[src/rtl/hamming_req_arbiter_pkg.sv]
`default_nettype none
// ============================================================================
// Module : hamming_pkg
// Brief  : Shared widths and FSM encoding for hamming_req_arbiter.
// Rev    : 1.0 - initial release
// ============================================================================
package hamming_pkg;

    localparam int DATA_W = 11;
    localparam int PAR_W  = 4;
    localparam int CODE_W = DATA_W + PAR_W;
    localparam int CNT_W  = 5;

    typedef enum logic [2:0] {
        IDLE     = 3'd0,
        CORE_RST = 3'd1,
        SEND     = 3'd2,
        WAIT     = 3'd3,
        RECV     = 3'd4,
        RESP     = 3'd5
    } ham_arb_state_t;

endpackage
`default_nettype wire

[src/rtl/hamming_req_arbiter_rr_arbiter.sv]
`default_nettype none
// ============================================================================
// Module : rr_arbiter
// Brief  : Combinational round-robin pick of the first request at/after ptr.
// Rev    : 1.0 - initial release
// ============================================================================
module rr_arbiter
    import hamming_pkg::*;
#(
    parameter int N    = 4,
    parameter int ID_W = (N > 1) ? $clog2(N) : 1
) (
    input  logic [N-1:0]    req,
    input  logic [ID_W-1:0] ptr,
    output logic [N-1:0]    gnt_onehot,
    output logic [ID_W-1:0] gnt_idx,
    output logic            any
);

    logic            w_found;
    logic [ID_W-1:0] w_cand;

    always_comb begin
        gnt_onehot = '0;
        gnt_idx    = '0;
        w_found    = 1'b0;
        w_cand     = '0;
        for (int k = 0; k < N; k++) begin
            w_cand = ID_W'((int'(ptr) + k) % N);
            if (!w_found && req[w_cand]) begin
                w_found            = 1'b1;
                gnt_onehot[w_cand] = 1'b1;
                gnt_idx            = w_cand;
            end
        end
    end

    assign any = |req;

endmodule
`default_nettype wire

[src/rtl/hamming_req_arbiter.sv]
`default_nettype none
// ============================================================================
// Module : hamming_req_arbiter
// Brief  : Round-robin sharing of one serial (15,11) hamming_core encoder.
// Rev    : 1.0 - initial release
// ============================================================================
module hamming_req_arbiter
    import hamming_pkg::*;
#(
    parameter int NUM_REQ    = 4,
    parameter int RST_CYCLES = 5,
    parameter int CORE_LAT   = 1,
    parameter int ID_W       = $clog2(NUM_REQ)
) (
    input  logic                      clk,
    input  logic                      rst,
    input  logic [NUM_REQ-1:0]        req_valid,
    input  logic [NUM_REQ*DATA_W-1:0] req_data,
    output logic [NUM_REQ-1:0]        req_ready,
    output logic                      core_rst,
    output logic                      core_inp,
    input  logic                      core_out,
    output logic                      rsp_valid,
    input  logic                      rsp_ready,
    output logic [ID_W-1:0]           rsp_id,
    output logic [CODE_W-1:0]         rsp_code,
    output logic                      rsp_err,
    output logic                      busy
);

    localparam logic [CNT_W-1:0] c_RST_LAST  = CNT_W'(RST_CYCLES - 1);
    localparam logic [CNT_W-1:0] c_SEND_LAST = CNT_W'(DATA_W - 1);
    localparam logic [CNT_W-1:0] c_LAT_LAST  = CNT_W'(CORE_LAT - 1);
    localparam logic [CNT_W-1:0] c_RECV_LAST = CNT_W'(CODE_W - 1);
    localparam logic [ID_W-1:0]  c_PTR_LAST  = ID_W'(NUM_REQ - 1);

    ham_arb_state_t      state_q, state_d;
    logic [CNT_W-1:0]    cnt_q, cnt_d;
    logic [ID_W-1:0]     rr_ptr_q, rr_ptr_d;
    logic [ID_W-1:0]     id_q, id_d;
    logic [DATA_W-1:0]   word_q, word_d;
    logic [CODE_W-1:0]   shift_q, shift_d;

    logic [NUM_REQ-1:0]  req_ready_q, req_ready_d;
    logic                core_rst_q, core_rst_d;
    logic                core_inp_q, core_inp_d;
    logic                rsp_valid_q, rsp_valid_d;
    logic [ID_W-1:0]     rsp_id_q, rsp_id_d;
    logic [CODE_W-1:0]   rsp_code_q, rsp_code_d;
    logic                rsp_err_q, rsp_err_d;
    logic                busy_q, busy_d;

    logic [NUM_REQ-1:0]  w_gnt_onehot;
    logic [ID_W-1:0]     w_gnt_idx;
    logic                w_any;

    rr_arbiter #(
        .N    (NUM_REQ),
        .ID_W (ID_W)
    ) u_rr_arbiter (
        .req        (req_valid),
        .ptr        (rr_ptr_q),
        .gnt_onehot (w_gnt_onehot),
        .gnt_idx    (w_gnt_idx),
        .any        (w_any)
    );

    always_comb begin
        state_d     = state_q;
        cnt_d       = cnt_q;
        rr_ptr_d    = rr_ptr_q;
        id_d        = id_q;
        word_d      = word_q;
        shift_d     = shift_q;
        req_ready_d = '0;
        rsp_valid_d = rsp_valid_q;
        rsp_id_d    = rsp_id_q;
        rsp_code_d  = rsp_code_q;
        rsp_err_d   = rsp_err_q;

        case (state_q)
            IDLE: begin
                if (w_any) begin
                    req_ready_d = w_gnt_onehot;
                    word_d      = req_data[DATA_W*int'(w_gnt_idx) +: DATA_W];
                    id_d        = w_gnt_idx;
                    rr_ptr_d    = (w_gnt_idx == c_PTR_LAST) ? '0 : ID_W'(w_gnt_idx + 1'b1);
                    cnt_d       = '0;
                    state_d     = CORE_RST;
                end
            end
            CORE_RST: begin
                if (cnt_q == c_RST_LAST) begin
                    cnt_d   = '0;
                    state_d = SEND;
                end else begin
                    cnt_d = cnt_q + 1'b1;
                end
            end
            SEND: begin
                if (cnt_q == c_SEND_LAST) begin
                    cnt_d   = '0;
                    state_d = (CORE_LAT == 0) ? RECV : WAIT;
                end else begin
                    cnt_d = cnt_q + 1'b1;
                end
            end
            WAIT: begin
                if (cnt_q == c_LAT_LAST) begin
                    cnt_d   = '0;
                    state_d = RECV;
                end else begin
                    cnt_d = cnt_q + 1'b1;
                end
            end
            RECV: begin
                // First received bit ends up at bit 0 after the last shift.
                shift_d = {core_out, shift_q[CODE_W-1:1]};
                if (cnt_q == c_RECV_LAST) begin
                    cnt_d       = '0;
                    state_d     = RESP;
                    rsp_valid_d = 1'b1;
                    rsp_id_d    = id_q;
                    rsp_code_d  = shift_d;
                    rsp_err_d   = (shift_d[DATA_W-1:0] != word_q);
                end else begin
                    cnt_d = cnt_q + 1'b1;
                end
            end
            RESP: begin
                if (rsp_ready) begin
                    rsp_valid_d = 1'b0;
                    state_d     = IDLE;
                end
            end
            default: begin
                state_d = IDLE;
            end
        endcase

        // Core-facing outputs are registered from the next state so they line up with it.
        core_rst_d = (state_d == IDLE) || (state_d == CORE_RST);
        core_inp_d = (state_d == SEND) ? word_d[cnt_d[3:0]] : 1'b0;
        busy_d     = (state_d != IDLE);
    end

    always_ff @(posedge clk) begin
        if (!rst) begin
            state_q     <= IDLE;
            cnt_q       <= '0;
            rr_ptr_q    <= '0;
            id_q        <= '0;
            word_q      <= '0;
            shift_q     <= '0;
            req_ready_q <= '0;
            core_rst_q  <= 1'b1;
            core_inp_q  <= 1'b0;
            rsp_valid_q <= 1'b0;
            rsp_id_q    <= '0;
            rsp_code_q  <= '0;
            rsp_err_q   <= 1'b0;
            busy_q      <= 1'b0;
        end else begin
            state_q     <= state_d;
            cnt_q       <= cnt_d;
            rr_ptr_q    <= rr_ptr_d;
            id_q        <= id_d;
            word_q      <= word_d;
            shift_q     <= shift_d;
            req_ready_q <= req_ready_d;
            core_rst_q  <= core_rst_d;
            core_inp_q  <= core_inp_d;
            rsp_valid_q <= rsp_valid_d;
            rsp_id_q    <= rsp_id_d;
            rsp_code_q  <= rsp_code_d;
            rsp_err_q   <= rsp_err_d;
            busy_q      <= busy_d;
        end
    end

    assign req_ready = req_ready_q;
    assign core_rst  = core_rst_q;
    assign core_inp  = core_inp_q;
    assign rsp_valid = rsp_valid_q;
    assign rsp_id    = rsp_id_q;
    assign rsp_code  = rsp_code_q;
    assign rsp_err   = rsp_err_q;
    assign busy      = busy_q;

endmodule
`default_nettype wire
[config.mk]
export PLATFORM = sky130hd
export DESIGN_NAME = hamming_req_arbiter
export DESIGN_NICKNAME = d
export VERILOG_FILES = /design/src/rtl/hamming_req_arbiter_pkg.sv /design/src/rtl/hamming_req_arbiter_rr_arbiter.sv /design/src/rtl/hamming_req_arbiter.sv
export SDC_FILE = /design/constraint.sdc
export NUM_CORES = 1
export LEC_CHECK = 0
export CAP_MARGIN = 10
export CELL_PAD_IN_SITES_DETAIL_PLACEMENT = 1
export CELL_PAD_IN_SITES_GLOBAL_PLACEMENT = 2
export CORE_ASPECT_RATIO = 1.25
export CORE_MARGIN = 2
export CORE_UTILIZATION = 33
export DETAILED_ROUTE_END_ITERATION = 12
export PLACE_DENSITY_LB_ADDON = 0.08
export SLEW_MARGIN = 20
export SYNTH_ARGS = -nofsm -noshare
export SYNTH_HDL_FRONTEND = slang
export SYNTH_HIERARCHICAL = 1
export SYNTH_SLANG_ARGS = --single-unit
export TNS_END_PERCENT = 50
[constraint.sdc]
create_clock -name clk -period 7.65 [get_ports clk]
set_input_delay 1.1475 -clock clk [delete_from_list [all_inputs] [get_ports clk]]
set_output_delay 1.1475 -clock clk [all_outputs]
set_load 0.02 [all_outputs]
Word level (Yosys, flattened, before mapping):

Index checks and enable logic that the tools add are counted.

* $add $sub $neg: 5
* multiply operators: 1
* magnitude comparators: 9
* equal/unequal tests: 15
* shift-type cells: 1
* multiplexer cells: 48
* bitwise operators: 3
* reductions and logical operators: 24

Operators by type and width (number)
* $shiftx A44 B7 Y11: 1
* $mux W5: 5
* $pmux W5 S5: 1
* $mux W11: 2
* $mux W3: 6
* $pmux W3 S6: 1
* $mux W4: 4
* $mux W1: 14
* $lt A2 B3 Y1 const B: 4
* $or A4 B4 Y4: 3
* $ne A11 B11 Y1: 1
* $eq A5 B4 Y1 const B: 2
* $mux W2: 5
* $eq A3 B2 Y1 const B: 3
* $bmux W1 S2: 4
* $demux W1 S2: 4
* $ge A2 B1 Y1 const B: 4
* $reduce_and A2 Y1: 4
* $logic_and A1 B1 Y1: 7
* $eq A3 B1 Y1 const B: 2
* $eq A3 B3 Y1 const B: 2
* $logic_not A3 Y1: 2
* $mul A4 B2 Y6 const A: 1
* $reduce_and A3 Y1: 2
* other kinds (17): 22

* register bits after elaboration: 64
* input bits: 52
* output and inout bits: 26
* word-level logic and storage cells: 121

Longest topological paths before layout:

* word-level depth: 18
* gate-level depth with buffers: 16
* mapped depth without buffers: 13

By module:

The synthesis kept the hierarchy.

By module, submodules not included
* hamming_req_arbiter: times used 1, cells an instance 343, area each 3114.2 µm², sequential area each 1261.2 µm²
* rr_arbiter: times used 1, cells an instance 51, area each 446.7 µm², sequential area each 0.0 µm²

Least setup slack after synthesis:

No wires, ideal clock.

* path type: input -> register
* from: in req_valid[3]
* to: reg core_inp_q (netlist: core_inp)
* library setup time: 0.131 ns
* data arrival time: 4.044 ns
* required time: 7.519 ns
* path slack: 3.474 ns
* cell stages on the path: 10
* path buffers: 2
* cell sequence: mux4_2 > clkbuf_1 > o31ai_1 > buf_4 > mux4_2 > mux2i_1 > inv_1 > o211a_1 > o311ai_1 > a211oi_2

* longest elaborated chain between the ends: 18
* elaborated cells on any way between the ends: 34
* those cells by class: mul: 1; eq/ne: 1; shift: 1; mux: 23; reduce/logical: 8

RTL lines
* from (decl): RTL line hamming_req_arbiter.sv:17 `input logic [NUM_REQ-1:0] req_valid,`
* $bmux W1 S2: RTL line hamming_req_arbiter_rr_arbiter.sv:30 `if (!w_found && req[w_cand]) begin`
* $mux W1 (implied by the code): RTL line hamming_req_arbiter_rr_arbiter.sv:30
* $mux W1: RTL line hamming_req_arbiter_rr_arbiter.sv:30
* $logic_not A1 Y1: RTL line hamming_req_arbiter_rr_arbiter.sv:30
* $logic_and A1 B1 Y1: RTL line hamming_req_arbiter_rr_arbiter.sv:30
* $mux W1: RTL line hamming_req_arbiter_rr_arbiter.sv:30
* $logic_not A1 Y1: RTL line hamming_req_arbiter_rr_arbiter.sv:30
* $logic_and A1 B1 Y1: RTL line hamming_req_arbiter_rr_arbiter.sv:30
* [3 not listed]
* $mux W2 (*): RTL line hamming_req_arbiter_rr_arbiter.sv:30
* named net w_gnt_idx[0]: RTL line hamming_req_arbiter.sv:54 `logic [ID_W-1:0] w_gnt_idx;`
* $mul A4 B2 Y6 (*): RTL line hamming_req_arbiter.sv:85 `word_d = req_data[DATA_W*int'(w_gnt_idx) +: DATA_W];`
* $shiftx A44 B7 Y11 (*): RTL line hamming_req_arbiter.sv:85
* $mux W11 (*): RTL line hamming_req_arbiter.sv:83 `if (w_any) begin`
* $mux W11 (*): RTL line hamming_req_arbiter.sv:81 `case (state_q)`
* $bmux W1 S4 (*): RTL line hamming_req_arbiter.sv:143 `core_inp_d = (state_d == SEND) ? word_d[cnt_d[3:0]] : 1'b0;`
* $mux W1 (implied by the code) (*): RTL line hamming_req_arbiter.sv:143
* to (signal assigned): RTL line hamming_req_arbiter.sv:172 `core_inp_q <= core_inp_d;`
* to (decl): RTL line hamming_req_arbiter.sv:46 `logic core_inp_q, core_inp_d;`

Mark *: on every way through the listed nets, which the timed path passes. The rest lies on a longest branch. The select of a mux whose other input is x is not followed.
A chain may end at the register's enable or synchronous reset.

Worst setup path after layout:

Ends and elaborated chain as after synthesis.

==> reports/metrics.yaml <==
status: "finished clean"
cp-start-kind: "input port"
drcViolationCount: 0
cp_slowest_cell: "o31ai_4"
dp_hpwl_um: 8010
io_pins: 78
netlist_area_mm2: 0.00356
rsz0062_at_grt: "no"
vias_per_cell: 5.24
holdBufCountCts: 0
grt_pass1_wl_um: 17400
ir_drop_mv: 0.157
vias: 3145
power_density_mw_per_mm2: 284
core-area_mm2: 0.0106
power.share.clock_pct: 30.3
wirelength_um: 10500
switching_power_uw: 446
worstRegToRegCells: 11
slowest_delay_ns: 0.87
finalWeightedCongestion: 0.838
holdPathEnd: "rsp_code[4]"
htreeDepth: 3
syn_nets: 455
cp-startpoint: "req_valid[3]"
reg2reg_to: "core_inp"
drtPass1Iterations: 4
max_freq_mhz: 214
regToRegSetupSlack_ns: 3.22
synth_edf_count: 0
die_x_um: 96.9
seqPwrFrac_pct: 30.7
antenna_cells: 0
cts_resized: 0
maxSlewViolCount: 0
root_buffer: "clkbuf_16"
path_buf_inv: 1
synth_top_area_share_pct: 35.4
clock_sinks: 63
synth.area.top_cells: "dfxtp_1, mux4_2, nand2_1"
critPathTopFamily: "compound AO/OA/AOI/OAI gates"
yosysTopAreaCell: "dfxtp_1"
power_frac_comb_pct: 39.0
setup_viol: 0
io_buffers: 77
grtUsageTotal_pct: 19.0
grt_max_degree: 55
timing.final.hold_violations: 0
p_sw_share_pct: 33.4
syn_inst: 394
rows: 42
ys_types: 71
criticalPathCategory: "in2reg"
yosysWarnings: 6
cp_data_arrival_time_ns: 4.88
hold_path.class: "reg2reg"
tightestPinTransition_ns: 0.977
path_cells: "clkdlybuf4s50_1 > mux4_2 > o31ai_4 > mux4_2 > mux2_2 > a311oi_1 > a2111oi_0 > a311oi_1 > a211oi_2"
syn_avg_cell_area_um2: 9.04
utilization_pct: 44.5
cts_tree: "yes"
skew_ns: 0.00539
grt_pass1_vias: 3303
period_share_pct: 61.1
area_growth_pct: 32.0
start_util_pct: 33.7
hold_depth: 2
die_y_um: 120
antenna_found_initial: 0
drt_iter0_markers: 94
reg2reg_from: "rr_ptr_q[0]"
yosys_register_bits: 63
layout_min_cycle_time_ns: 4.68
drive_gt1_share_pct: 12.0
die_area_mm2: 0.0116
synth_ff_type: "dfxtp_1"
yosysSeqAreaShare_pct: 35.4
critPathMaxFanout: 14
clk_latency_ns: 0.33
power_leakage_nw: 1.64
cp-end-kind: "register"
nets: 524
postCtsSetupBuffers: 0
synthArstFlopShare_pct: 0
max_cap_violations: 0
p_int_uw: 890
wl_per_cell_um: 17.5
hp-start: "rsp_code[4]"
overflow: 0
cts_buffers: 9
ant_nets: 0
num-fill-cells: 1229
crit_required_ns: 7.86
relSlewSlack_pct: 34.8
clock_path_buffers: 2
clkTransAtPathRegs_ns: 0.06
fin_tns_setup_ns: 0
[routing by layer]
| metal | global-route usage [%] | part of all wire [%] | up-vias |
|---|---|---|---|
| li1 | - | - | 1551 |
| met1 | 22.1 | 42 | 1537 |
| met2 | 34.4 | 54 | 44 |
| met3 | 2.62 | 2.1 | 13 |
| met4 | 8.45 | 1.9 | 0 |
| met5 | 0 | 0 | - |
[worst register-to-register path, stage by stage (launching register included)]
cell and delay, ns:
dfxtp_1 0.71, inv_1 0.17, ha_1 0.48, mux4_2 0.39, nor2_1 0.11, o31ai_4 0.79, mux4_2 0.60, mux2_2 0.29
a311oi_1 0.23, a2111oi_0 0.12, a311oi_1 0.36, a211oi_2 0.06
[synthesized netlist by cell type, drive strengths merged, types with 2 or more instances]
cell type	number
buf	11
clkbuf	11
or4	2
a22oi	10
and3	5
o21a	3
nor3b	5
nand3b	2
a311oi	3
a211oi	3
nand3	5
nor3	8
ha	9
nand2b	6
inv	7
xnor2	12
nor2	25
nand4	2
mux2i	13
o21ai	11
nand2	83
a21oi	43
nor2b	2
dfxtp	63
o211ai	3
mux2	2
mux4	15
a2111oi	2
and2	5
[power groups by stage]
stage | Sequential, mW | Combinational [mW] | Clock [mW]
2_1_floorplan | 0.401 | 0.411 | 0
3_3_place_gp | 0.417 | 0.516 | 0
3_5_place_dp | 0.418 | 0.526 | 0
4_1_cts | 0.411 | 0.527 | 0.413
5_1_grt | 0.416 | 0.572 | 0.429
6_report | 0.410 | 0.520 | 0.405
[metrics by stage]
step | area, um2 | hold slack, ns | power, mW | cells | setup slack (ns)
after floorplan | 3560 | 0.432 | 0.812 | 394 | 3.47
final | 4700 | 0.452 | 1.34 | 600 | 2.97
after global placement | 4400 | 0.443 | 0.933 | 584 | 2.75
after CTS | 4690 | 0.456 | 1.35 | 600 | 2.95
after global routing | 4700 | 0.477 | 1.42 | 600 | 2.67
after detailed placement | 4400 | 0.448 | 0.944 | 584 | 2.57
[logic make-up after synthesis]
family	synth area share [%]
xor+xnor	3.16
flops	35.4
fa+ha+maj	3.16
mux	13.9
simple gates	22.5
buf+inv	4.46
compound gates	17.4
[flip-flops by register name, indices dropped and copies added (netlist names), 2 cells and up]
signal	cells
rsp_id	2
word_q	11
rsp_code	15
shift_q	14
req_ready	4
state_q	3
cnt_q	5
id_q	2
rr_ptr_q	2
[worst max path at each step]
stage               cells after the start       end  slack [ns]
global route                           11  core_inp        2.67
global placement                        9  core_inp        2.75
detailed placement                      9  core_inp        2.57
finish                                  9  core_inp        2.97
CTS                                     9  core_inp        2.95
floorplan                              10  core_inp        3.47
[placed cells by master, fill, tap and decap left out, types with 3 or more instances in the layout]
cell,instances
mux2i_1,13
and2_1,4
a21oi_1,43
a311oi_1,3
a22oi_1,10
nand3_1,5
inv_1,6
mux4_2,14
xnor2_1,11
nor3b_1,3
clkdlybuf4s50_1,77
o21ai_0,7
and3_1,4
nand2b_1,5
dfxtp_1,63
nor3_1,7
o21a_1,3
nor2_1,25
clkbuf_16,9
nand2_1,83
clkinv_2,3
buf_4,3
ha_1,9
[layout make-up]
class / count / area (um2) / area share (%)
clock buffer: 10 / 229 / 4.87
timing repair buffer: 80 / 793 / 16.9
inverter: 8 / 30.0 / 0.639
tap: 132 / 165 / 3.51
multi-input combinational: 301 / 2160 / 46.0
sequential: 63 / 1260 / 26.8
clock inverter: 6 / 61.3 / 1.30
Power figures use the tool's default switching activity.
